<file path="src/rtl/cpsr_pkg.sv">
// cpsr_pkg: shared constants and types for the CPSR/SPSR flag unit.
// Condition codes, mode encodings, PSR bit positions, FSM states.
package cpsr_pkg;

  localparam logic [3:0] CC_EQ = 4'h0;
  localparam logic [3:0] CC_NE = 4'h1;
  localparam logic [3:0] CC_CS = 4'h2;
  localparam logic [3:0] CC_CC = 4'h3;
  localparam logic [3:0] CC_MI = 4'h4;
  localparam logic [3:0] CC_PL = 4'h5;
  localparam logic [3:0] CC_VS = 4'h6;
  localparam logic [3:0] CC_VC = 4'h7;
  localparam logic [3:0] CC_HI = 4'h8;
  localparam logic [3:0] CC_LS = 4'h9;
  localparam logic [3:0] CC_GE = 4'hA;
  localparam logic [3:0] CC_LT = 4'hB;
  localparam logic [3:0] CC_GT = 4'hC;
  localparam logic [3:0] CC_LE = 4'hD;
  localparam logic [3:0] CC_AL = 4'hE;
  localparam logic [3:0] CC_NV = 4'hF;

  localparam logic [4:0] MODE_USR = 5'b10000;
  localparam logic [4:0] MODE_FIQ = 5'b10001;
  localparam logic [4:0] MODE_IRQ = 5'b10010;
  localparam logic [4:0] MODE_SVC = 5'b10011;
  localparam logic [4:0] MODE_ABT = 5'b10111;
  localparam logic [4:0] MODE_UND = 5'b11011;
  localparam logic [4:0] MODE_SYS = 5'b11111;

  localparam int PSR_N = 31;
  localparam int PSR_Z = 30;
  localparam int PSR_C = 29;
  localparam int PSR_V = 28;
  localparam int PSR_I = 7;
  localparam int PSR_F = 6;
  localparam int PSR_T = 5;

  // Only NZCV and the control byte exist; everything else reads 0.
  localparam logic [31:0] PSR_MASK = 32'hF00000FF;
  localparam logic [31:0] CPSR_RST_CTRL = 32'h000000C0;
  localparam logic [31:0] CPSR_RESET = CPSR_RST_CTRL | {27'b0, MODE_SVC};

  typedef enum logic [1:0] {
    ST_RUN,
    ST_EXC,
    ST_RET
  } psr_state_e;

endpackage

</file>
<file path="src/rtl/cpsr_flag_unit_cond_eval.sv">
// cond_eval: combinational ARM condition-field evaluation.
// Maps (NZCV, cond) to a pass bit; 4'b1111 always passes.
module cond_eval
  import cpsr_pkg::*;
(
  input  logic [3:0] nzcv,
  input  logic [3:0] cond,
  output logic       pass
);

  logic n, z, c, v;

  assign n = nzcv[3];
  assign z = nzcv[2];
  assign c = nzcv[1];
  assign v = nzcv[0];

  always_comb begin
    pass = 1'b1;
    unique case (cond)
      CC_EQ: pass = z;
      CC_NE: pass = !z;
      CC_CS: pass = c;
      CC_CC: pass = !c;
      CC_MI: pass = n;
      CC_PL: pass = !n;
      CC_VS: pass = v;
      CC_VC: pass = !v;
      CC_HI: pass = c & !z;
      CC_LS: pass = !c | z;
      CC_GE: pass = (n == v);
      CC_LT: pass = (n != v);
      CC_GT: pass = !z & (n == v);
      CC_LE: pass = z | (n != v);
      CC_AL: pass = 1'b1;
      CC_NV: pass = 1'b1;
    endcase
  end

endmodule

</file>
<file path="src/rtl/cpsr_flag_unit.sv">
// cpsr_flag_unit: CPSR/SPSR storage, condition check, exception sequencing.
// `CPSR_FLAG_FWD_EN enables same-cycle NZCV bypass into condition evaluation.
module cpsr_flag_unit
  import cpsr_pkg::*;
#(
  parameter logic [4:0] RESET_MODE      = 5'b10011,
  parameter int         EXC_BUSY_CYCLES = 1
) (
  input  logic        clk,
  input  logic        rst_n,
  input  logic [3:0]  nzcv_in,
  input  logic        flag_we,
  input  logic        inst_valid,
  input  logic [3:0]  inst_cond,
  output logic        cond_valid,
  output logic        cond_pass,
  input  logic        msr_we,
  input  logic [1:0]  msr_mask,
  input  logic [31:0] msr_data,
  input  logic        exc_req,
  input  logic [4:0]  exc_mode,
  input  logic        eret,
  output logic        busy,
  output logic        cf_out,
  output logic        vf_out,
  output logic [31:0] cpsr,
  output logic [31:0] spsr
);

  localparam logic [31:0] RST_CPSR = CPSR_RST_CTRL | {27'b0, RESET_MODE};
  localparam logic [1:0]  BUSY_LAST = 2'(EXC_BUSY_CYCLES - 1);

  psr_state_e  state_q, state_d;
  logic [31:0] cpsr_q, cpsr_d;
  logic [31:0] spsr_q, spsr_d;
  logic [1:0]  cnt_q, cnt_d;
  logic        cv_q, cv_d;
  logic        cp_q, cp_d;
  logic [3:0]  eval_nzcv;
  logic [31:0] msr_sel;
  logic        pass;

  always_comb begin
    eval_nzcv = cpsr_q[31:28];
`ifdef CPSR_FLAG_FWD_EN
    // Bypass only when the flag write really lands this edge.
    if (flag_we && inst_valid && !exc_req && !eret && !msr_we)
      eval_nzcv = nzcv_in;
`endif
  end

  cond_eval u_cond (
    .nzcv (eval_nzcv),
    .cond (inst_cond),
    .pass (pass)
  );

  assign msr_sel = {{8{msr_mask[1]}}, 16'h0, {8{msr_mask[0]}}};

  always_comb begin
    state_d = state_q;
    cpsr_d  = cpsr_q;
    spsr_d  = spsr_q;
    cnt_d   = cnt_q;
    cv_d    = 1'b0;
    cp_d    = cp_q;
    unique case (state_q)
      ST_RUN: begin
        if (inst_valid) begin
          cv_d = 1'b1;
          cp_d = pass;
        end
        if (exc_req) begin
          spsr_d           = cpsr_q;
          cpsr_d[4:0]      = exc_mode;
          cpsr_d[PSR_I]    = 1'b1;
          cpsr_d[PSR_T]    = 1'b0;
          state_d          = ST_EXC;
          cnt_d            = BUSY_LAST;
        end else if (eret) begin
          cpsr_d  = spsr_q & PSR_MASK;
          state_d = ST_RET;
          cnt_d   = BUSY_LAST;
        end else if (msr_we) begin
          cpsr_d = ((cpsr_q & ~msr_sel) | (msr_data & msr_sel)) & PSR_MASK;
        end else if (flag_we) begin
          cpsr_d[31:28] = nzcv_in;
        end
      end
      ST_EXC, ST_RET: begin
        if (cnt_q == 2'd0) state_d = ST_RUN;
        else cnt_d = cnt_q - 2'd1;
      end
      default: state_d = ST_RUN;
    endcase
  end

  always_ff @(posedge clk or negedge rst_n) begin
    if (!rst_n) begin
      state_q <= ST_RUN;
      cpsr_q  <= RST_CPSR;
      spsr_q  <= 32'h0;
      cnt_q   <= 2'd0;
      cv_q    <= 1'b0;
      cp_q    <= 1'b0;
    end else begin
      state_q <= state_d;
      cpsr_q  <= cpsr_d;
      spsr_q  <= spsr_d;
      cnt_q   <= cnt_d;
      cv_q    <= cv_d;
      cp_q    <= cp_d;
    end
  end

  assign busy       = (state_q != ST_RUN);
  assign cond_valid = cv_q;
  assign cond_pass  = cp_q;
  assign cf_out     = cpsr_q[PSR_C];
  assign vf_out     = cpsr_q[PSR_V];
  assign cpsr       = cpsr_q;
  assign spsr       = spsr_q;

endmodule
</file>
<file path="config.mk">
export PLATFORM = sky130hd
export DESIGN_NAME = cpsr_flag_unit
export DESIGN_NICKNAME = d
export VERILOG_FILES = /design/src/rtl/cpsr_pkg.sv /design/src/rtl/cpsr_flag_unit_cond_eval.sv /design/src/rtl/cpsr_flag_unit.sv
export SDC_FILE = /design/constraint.sdc
export NUM_CORES = 1
export LEC_CHECK = 0
export CORE_ASPECT_RATIO = 1.75
export CORE_MARGIN = 4
export CORE_UTILIZATION = 38
export CTS_BUF_LIST = sky130_fd_sc_hd__clkbuf_16
export DETAILED_ROUTE_END_ITERATION = 12
export GPL_ROUTABILITY_DRIVEN = 0
export PLACE_DENSITY = 0.84
export SYNTH_ARGS = -nofsm -noshare
export SYNTH_HDL_FRONTEND = slang
export SYNTH_SLANG_ARGS = --single-unit
</file>
<file path="constraint.sdc">
create_clock -name clk -period 1.8 [get_ports clk]
set_input_delay 0.36 -clock clk [delete_from_list [all_inputs] [get_ports clk]]
set_output_delay 0.36 -clock clk [all_outputs]
set_load 0.02 [all_outputs]
</file>
Word level (Yosys, flattened, before mapping). Index checks and enable logic that the tools add are counted.

Bits of input ports: 54. Logic and storage cells: 78. Register bits: 70.

Add/sub/neg operators: 1. Reductions and logical operators: 21. Mux-type cells: 17. Equality and inequality tests: 22. Bitwise logic cells: 9.

Operators with widths (count): AND 32 bit (2); == test 4 bit, second input constant (8); two-way mux 32 bit (1); NOT 32 bit (1); bitwise OR 32 bit (1); two-way mux 28 bit (1); == test 4 x 3 -> 1 bit, second input constant (4); case mux 1 bit (15 select lines) (1); two-way mux 2 bit (6); AND reduction 3 bit (3); == test 4 x 2 -> 1 bit, second input constant (2); two-way mux 4 bit (2); case mux 2 bit (2 select lines) (2); AND reduction 2 bit (4); two-way mux 6 bit (1); nonzero test 2 bit (3); nonzero test 3 bit (2); == test 4 x 1 -> 1 bit, second input constant (1); logical NOT 1 bit (4); logical NOT 2 bit (2); logical NOT 4 bit (1); != test 2 bit, second input constant (2); OR reduction 2 bit (2); two-way mux 1 bit (3); other kinds (9) (11).

Longest topological paths before layout. Gate-level depths: netlist of run 1.

Word-level depth: 6. Gate-level depth with buffers: 8.

Hierarchy. Synthesis of run 1 repeated with hierarchy kept, for this count alone.

Cells, all modules: 217. Area total of the unflattened synthesis: 2132.0 um^2.

Modules (own cells, without submodules): cpsr_flag_unit (instances 1, cells each 188, area an instance 1930.6 um^2, seq. area each 757.0 um^2); cond_eval (instances 1, cells each 29, area an instance 201.4 um^2, seq. area each 0.0 um^2).

Worst setup path after synthesis of run 1. OpenSTA, ideal clock, no wires.

Path type: flip-flop to flip-flop. Start point: register (tool-made name). End point: register cp_q (netlist: cond_pass). Data required time: 1.662 ns. Path buffers: 0. Setup time: 0.138 ns. Cell stages (with the launch flop): 5. Arrival time: 1.519 ns. Path slack: 0.142 ns. Clock period less this slack: 1.658 ns. Cells stage by stage: dfrtp_1 -> and4bb_1 -> o311a_1 -> a2111oi_2 -> a31oi_1.

RTL lines: end signal, assigned (line cpsr_flag_unit.sv:112) `cp_q <= cp_d;`; end, declared (line cpsr_flag_unit.sv:38) `logic cp_q, cp_d;`.

==> results of run 1 <==
-- logic make-up (layout without fill, tap and decap cells) --
family          count (synthesis)  after routing  share of synthesized area [%]
buf+inv                        63            106                           19.6
compound gates                 51             51                           17.9
simple gates                   51             51                           13.8
flops                          30             30                           37.1
mux                            17             17                           9.27
fa+ha+maj                       2              2                           1.23
xor+xnor                        2              2                          0.860
other cells                     1             40                          0.184
-- final cells by class --
| class | instances | area share, % |
|---|---|---|
| clock buffer | 5 | 4.37 |
| tap | 55 | 2.40 |
| multi-input combinational | 163 | 36.1 |
| timing repair buffer | 87 | 28.8 |
| clock inverter | 3 | 0.393 |
| inverter | 11 | 1.44 |
| sequential | 30 | 26.4 |
-- how the worst min path moves through the flow --
stage	cells after the start	from	endpoint
6_report	2	rst_n	cpsr[5]$_DFFE_PN0P_
3_3_place_gp	2	register	register
2_1_floorplan	0	rst_n	async pin
4_1_cts	2	rst_n	cpsr[5]$_DFFE_PN0P_
5_1_grt	2	rst_n	spsr[5]$_DFFE_PN0P_
3_5_place_dp	2	register	register
-- routing by layer --
metal | global-route usage [%] | up-vias
met2 | 28.3 | 87
li1 | - | 843
met5 | 0 | -
met1 | 14.9 | 836
met4 | 6.80 | 0
met3 | 3.87 | 7
-- what timing repair did --
item	in CTS	in global routing
gates cloned	0	0
endpoints found under the setup margin	4	4
resized for setup	4	6
pin swaps	0	2
hold endpoints to repair	0	0
-- power by group --
part / switching [mW] / total (mW) / internal (mW)
Clock: 0.268 / 0.763 / 0.495
Combinational: 1.15 / 2.27 / 1.12
Sequential: 0.261 / 1.29 / 1.03
-- metrics by stage --
stage / std cells / hold WS, ns / util, % / setup TNS, ns
after floorplan: 256 / 0.0644 / - / 0
after global placement: 346 / 0.467 / 51.7 / -1.05
after detailed placement: 346 / 0.477 / 51.7 / -1.14
after CTS: 354 / 0.482 / 54.2 / 0
after global routing: 354 / 0.507 / 54.5 / 0
final: 354 / 0.468 / 54.5 / 0
-- cells in the final DEF (no fill, tap or decap), types with 4 or more instances in the layout --
master | netlist | final
mux2_2 | 15 | 15
a31oi_1 | 6 | 6
o31ai_1 | 5 | 5
conb_1 | 1 | 40
a21oi_1 | 9 | 9
clkbuf_16 | 0 | 5
nor2_1 | 6 | 6
dfrtp_1 | 25 | 25
nor2b_1 | 12 | 12
buf_4 | 42 | 24
a221oi_1 | 5 | 5
dlygate4sd2_1 | 0 | 4
o21ai_0 | 9 | 9
nand2_1 | 18 | 18
inv_1 | 11 | 11
dlymetal6s2s_1 | 0 | 4
dfstp_2 | 5 | 5
clkdlybuf4s50_1 | 0 | 54
==> flow_summary.yaml, run 1 <==
outcome:
  status: "finished clean"
synthesis:
  async_flop_share_pct: 100
  synth_edf_count: 0
  syn_area_um2: 2040
  synthDistinctLibCells: 44
  ys_warn_count: 0
  synth.most_common_cell: "buf_4"
  yosys-top-cells-area: "dfrtp_1 31%, buf_4 15%, mux2_2 8.3%"
  syn_area_per_cell_um2: 9.39
  synthCells: 217
  ys.flop_type: "dfrtp_1"
  yosysSeqAreaShare_pct: 37.1
  synth.largest_area_cell: "dfrtp_1"
  synth_common_cells: "42 x buf_4, 25 x dfrtp_1, 18 x nand2_1, 15 x mux2_2, 12 x nor2b_1"
  ys_ff_latch: 30
  synth_top_area_share_pct: 30.7
global_route:
  grt_pass1_vias: 1764
  grt_overflow: 0
  grtUsageTotal_pct: 15.0
  grt_pass1_wl_um: 7910
  antenna_found_initial: 0
  grt_max_degree: 31
routing:
  wl_met1_um: 1780
  drtIter0Drc: 54
  drc: 0
  drt-total-wl_um: 4970
  routedWlPerCell_um: 14.0
  routed.top_layer: "met4"
  detail-route-antenna-nets: 0
  viasPerCell: 5.01
  vias: 1773
  met3_length_um: 373
  first_pass_iters: 5
  wl_met2_um: 2740
setup_path:
  rr_worst_depth: 4
  worstPathMaxFanout: 3
  worst-path-stages: 1
  path_cells: "clkdlybuf4s50_1"
  arrival_ns: 1.41
  r2r_end: "cond_pass$_DFFE_PN0P_"
  critPathLaunchType: "register"
  crit_path_end: "cpsr[1]"
  rrSetupSlack_ns: 0.25
  crit_type: "reg2out"
  crit_required_ns: 1.44
  path_buf_inv: 1
  crit_path_max_incr_delay_ns: 0.60
  crit_path_end_kind: "primary output"
  cpMaxStageDelayCell: "clkdlybuf4s50_1"
  crit_family: "buffers and inverters"
timing:
  rsz0062_at_grt: "false"
  post-route-period-util_pct: 98.5
  hold_viol: 0
  report.final.slew_viol_count: 0
  timing.final.ws_setup_ns: 0.0277
  setup_violations: 0
  skew_ns: 0.00830
  fmax_mhz: 564
  period_needed_ns: 1.77
place:
  placed_area_um2: 2720
  port_buffers: 62
  dpl.hpwl_um: 3960
  dp_slack_ns: -0.241
layout:
  multi_input_area_um2: 1030
  drive_gt1_share_pct: 18.7
  nets: 354
  area_delta_synth_final_pct: 40.5
  seq_area_um2: 757
  fin_area_um2: 2860
  diodes: 0
  fill_cells: 482
die:
  rows: 35
  core_um2: 5260
  fp.dieH_um: 105
  die_width_um: 63.4
  die-area_um2: 6650
  start_util_pct: 38.8
  pin_count: 123
clock_network:
  cts_tree: "built"
  htree_levels: 2
  cts_made_buffers: 5
  clk_pin_slew_ns: 0.05
  hold_buffers: 0
  cts.sinks: 30
  clock_latency_ns: 0.27
  root_buffer: "clkbuf_16"
  cts_setup_buffers: 0
  cts_buffer_depth: 2
power:
  power_density_nw_per_um2: 1510
  power.total_mw: 4.32
  irDropWorstVdd_v: 0.000822
  leakage_nw: 1.36
run:
  max-cap-violations: 0
min_path:
  hold_path_class: "in2async"
Power figures use the tool's default switching activity.
==> run 2, diff against run 1 <==
Settings changed: GPL_TIMING_DRIVEN set to 0.
==> run 2 against run 1 <==
Core utilization rose by 2.4 points. Die area unchanged. Highest routed layer unchanged. Maximum frequency increased by 0.59%. Via count up 2.7%. Global-route usage increased by 0.21 points. Cell count up 6.5%. Sequential share of layout area shrank 1.0 points. Combinational power decreased by 2%.
==> flow_summary.yaml, run 2 (same netlist as run 1, synthesis figures left out) <==
outcome:
  status: "finished clean"
setup_path:
  crit_path_max_incr_delay_ns: 0.60
  arrival_ns: 1.40
  crit_type: "reg2out"
  critPathLaunchType: "register"
  worstPathMaxFanout: 3
  crit_required_ns: 1.44
  crit_path_end_kind: "primary output"
  crit_family: "buffers and inverters"
  path_buf_inv: 1
  path_cells: "clkdlybuf4s50_1"
  cpMaxStageDelayCell: "clkdlybuf4s50_1"
layout:
  diodes: 0
  final_util_pct: 56.9
  final_common_cell: "clkdlybuf4s50_1"
  area_delta_synth_final_pct: 46.7
  seq_area_um2: 759
  fill_cells: 471
  nets: 378
  fin_area_um2: 2990
  multi_input_area_um2: 1030
  drive_gt1_share_pct: 26.1
  layout_common_cells: "51 x clkdlybuf4s50_1, 43 x buf_4, 40 x conb_1"
place:
  placed_area_um2: 2840
  dpl.hpwl_um: 3980
  port_buffers: 59
clock_network:
  root_buffer: "clkbuf_16"
  hold_buffers: 0
  cts_buffer_depth: 2
  cts.sinks: 30
  cts_tree: "built"
  cts_setup_buffers: 0
  cts_made_buffers: 5
  clk_pin_slew_ns: 0.05
  htree_levels: 2
  clock_latency_ns: 0.27
power:
  irDropWorstVdd_v: 0.00110
  seqPwrFrac_pct: 30.2
  power.total_mw: 4.28
  combPwrFrac_pct: 52.1
  leakage_nw: 1.49
  power_density_nw_per_um2: 1430
  p_int_mw: 2.63
  p_sw_share_pct: 38.7
  pwr-share-clk_pct: 17.7
  p_switching_mw: 1.66
routing:
  vias: 1820
  drc: 0
  drt-total-wl_um: 4990
  wl_met2_um: 2550
  routed.top_layer: "met4"
  detail-route-antenna-nets: 0
  routedWlPerCell_um: 13.2
  viasPerCell: 4.83
  drtIter0Drc: 61
  met3_length_um: 491
  first_pass_iters: 4
  wl_met1_um: 1770
global_route:
  grt_pass1_vias: 1785
  antenna_found_initial: 0
  grt_pass1_wl_um: 8120
  grt_overflow: 0
  grt_max_degree: 31
  grtUsageTotal_pct: 15.2
timing:
  post-route-period-util_pct: 97.9
  worst_pin_slew_ns: 0.652
  slew_headroom_pct: 56.6
  setup_violations: 0
  skew_ns: 0.00581
  report.final.slew_viol_count: 0
  tns_ns: 0
  fmax_mhz: 568
  rsz0062_at_grt: "false"
  hold_viol: 0
  period_needed_ns: 1.76
die:
  pin_count: 123
  core_um2: 5260
  fp.dieH_um: 105
  start_util_pct: 38.8
  die-area_um2: 6650
  die_width_um: 63.4
  rows: 35
run:
  max-cap-violations: 0
min_path:
  hold_path_class: "in2async"
## run 2: per-stage QoR
stage | worst slack [ns] | hold slack (ns) | std cells
final | 0.0381 | 0.113 | 377
after CTS | 0.00592 | 0.480 | 377
after floorplan | 0.142 | 0.0644 | 256
after detailed placement | -0.498 | 0.473 | 370
after global routing | 0.00618 | 0.183 | 377
after global placement | -0.499 | 0.467 | 370
## run 2: timing repair
action                     CTS  global route
pin swaps                    0             1
setup endpoints to repair   14            15
resized for setup            9            10
## run 2: path summary, 6_finish.rpt
kind | slack (ns) | to | cells after the start | from
max | 0.04 | cpsr[1] | 1 | register
min in group clk | 0.48 | register | 2 | register
min reg2reg | 0.48 | register | 2 | register
max in group asynchronous | 1.22 | async pin | 1 | rst_n
min | 0.11 | spsr[5]$_DFFE_PN0P_ | 1 | rst_n
max reg2reg | 0.10 | cond_pass$_DFFE_PN0P_ | 4 | register
## run 2: layout make-up
type                       count  area share [%]
clock inverter                 2           0.251
timing repair buffer          59            19.8
tap                           55            2.30
multi-input combinational    163            34.4
clock buffer                   5            4.18
buffer                        52            12.3
sequential                    30            25.4
inverter                      11            1.38
## run 2: power by group through the flow
| stage | clock, mW | sequential (mW) | combinational (mW) |
|---|---|---|---|
| 6_report | 0.757 | 1.29 | 2.23 |
| 5_1_grt | 0.792 | 1.34 | 2.41 |
| 4_1_cts | 0.768 | 1.29 | 2.27 |
| 3_5_place_dp | 0 | 1.30 | 2.26 |
| 3_3_place_gp | 0 | 1.28 | 2.22 |
| 2_1_floorplan | 0 | 1.59 | 1.06 |
## run 2: per-layer routing
metal | global-route usage, % | up-vias
met3 | 4.52 | 13
met4 | 8.35 | 0
met2 | 27.2 | 92
li1 | - | 896
met1 | 15.5 | 819
met5 | 0 | -
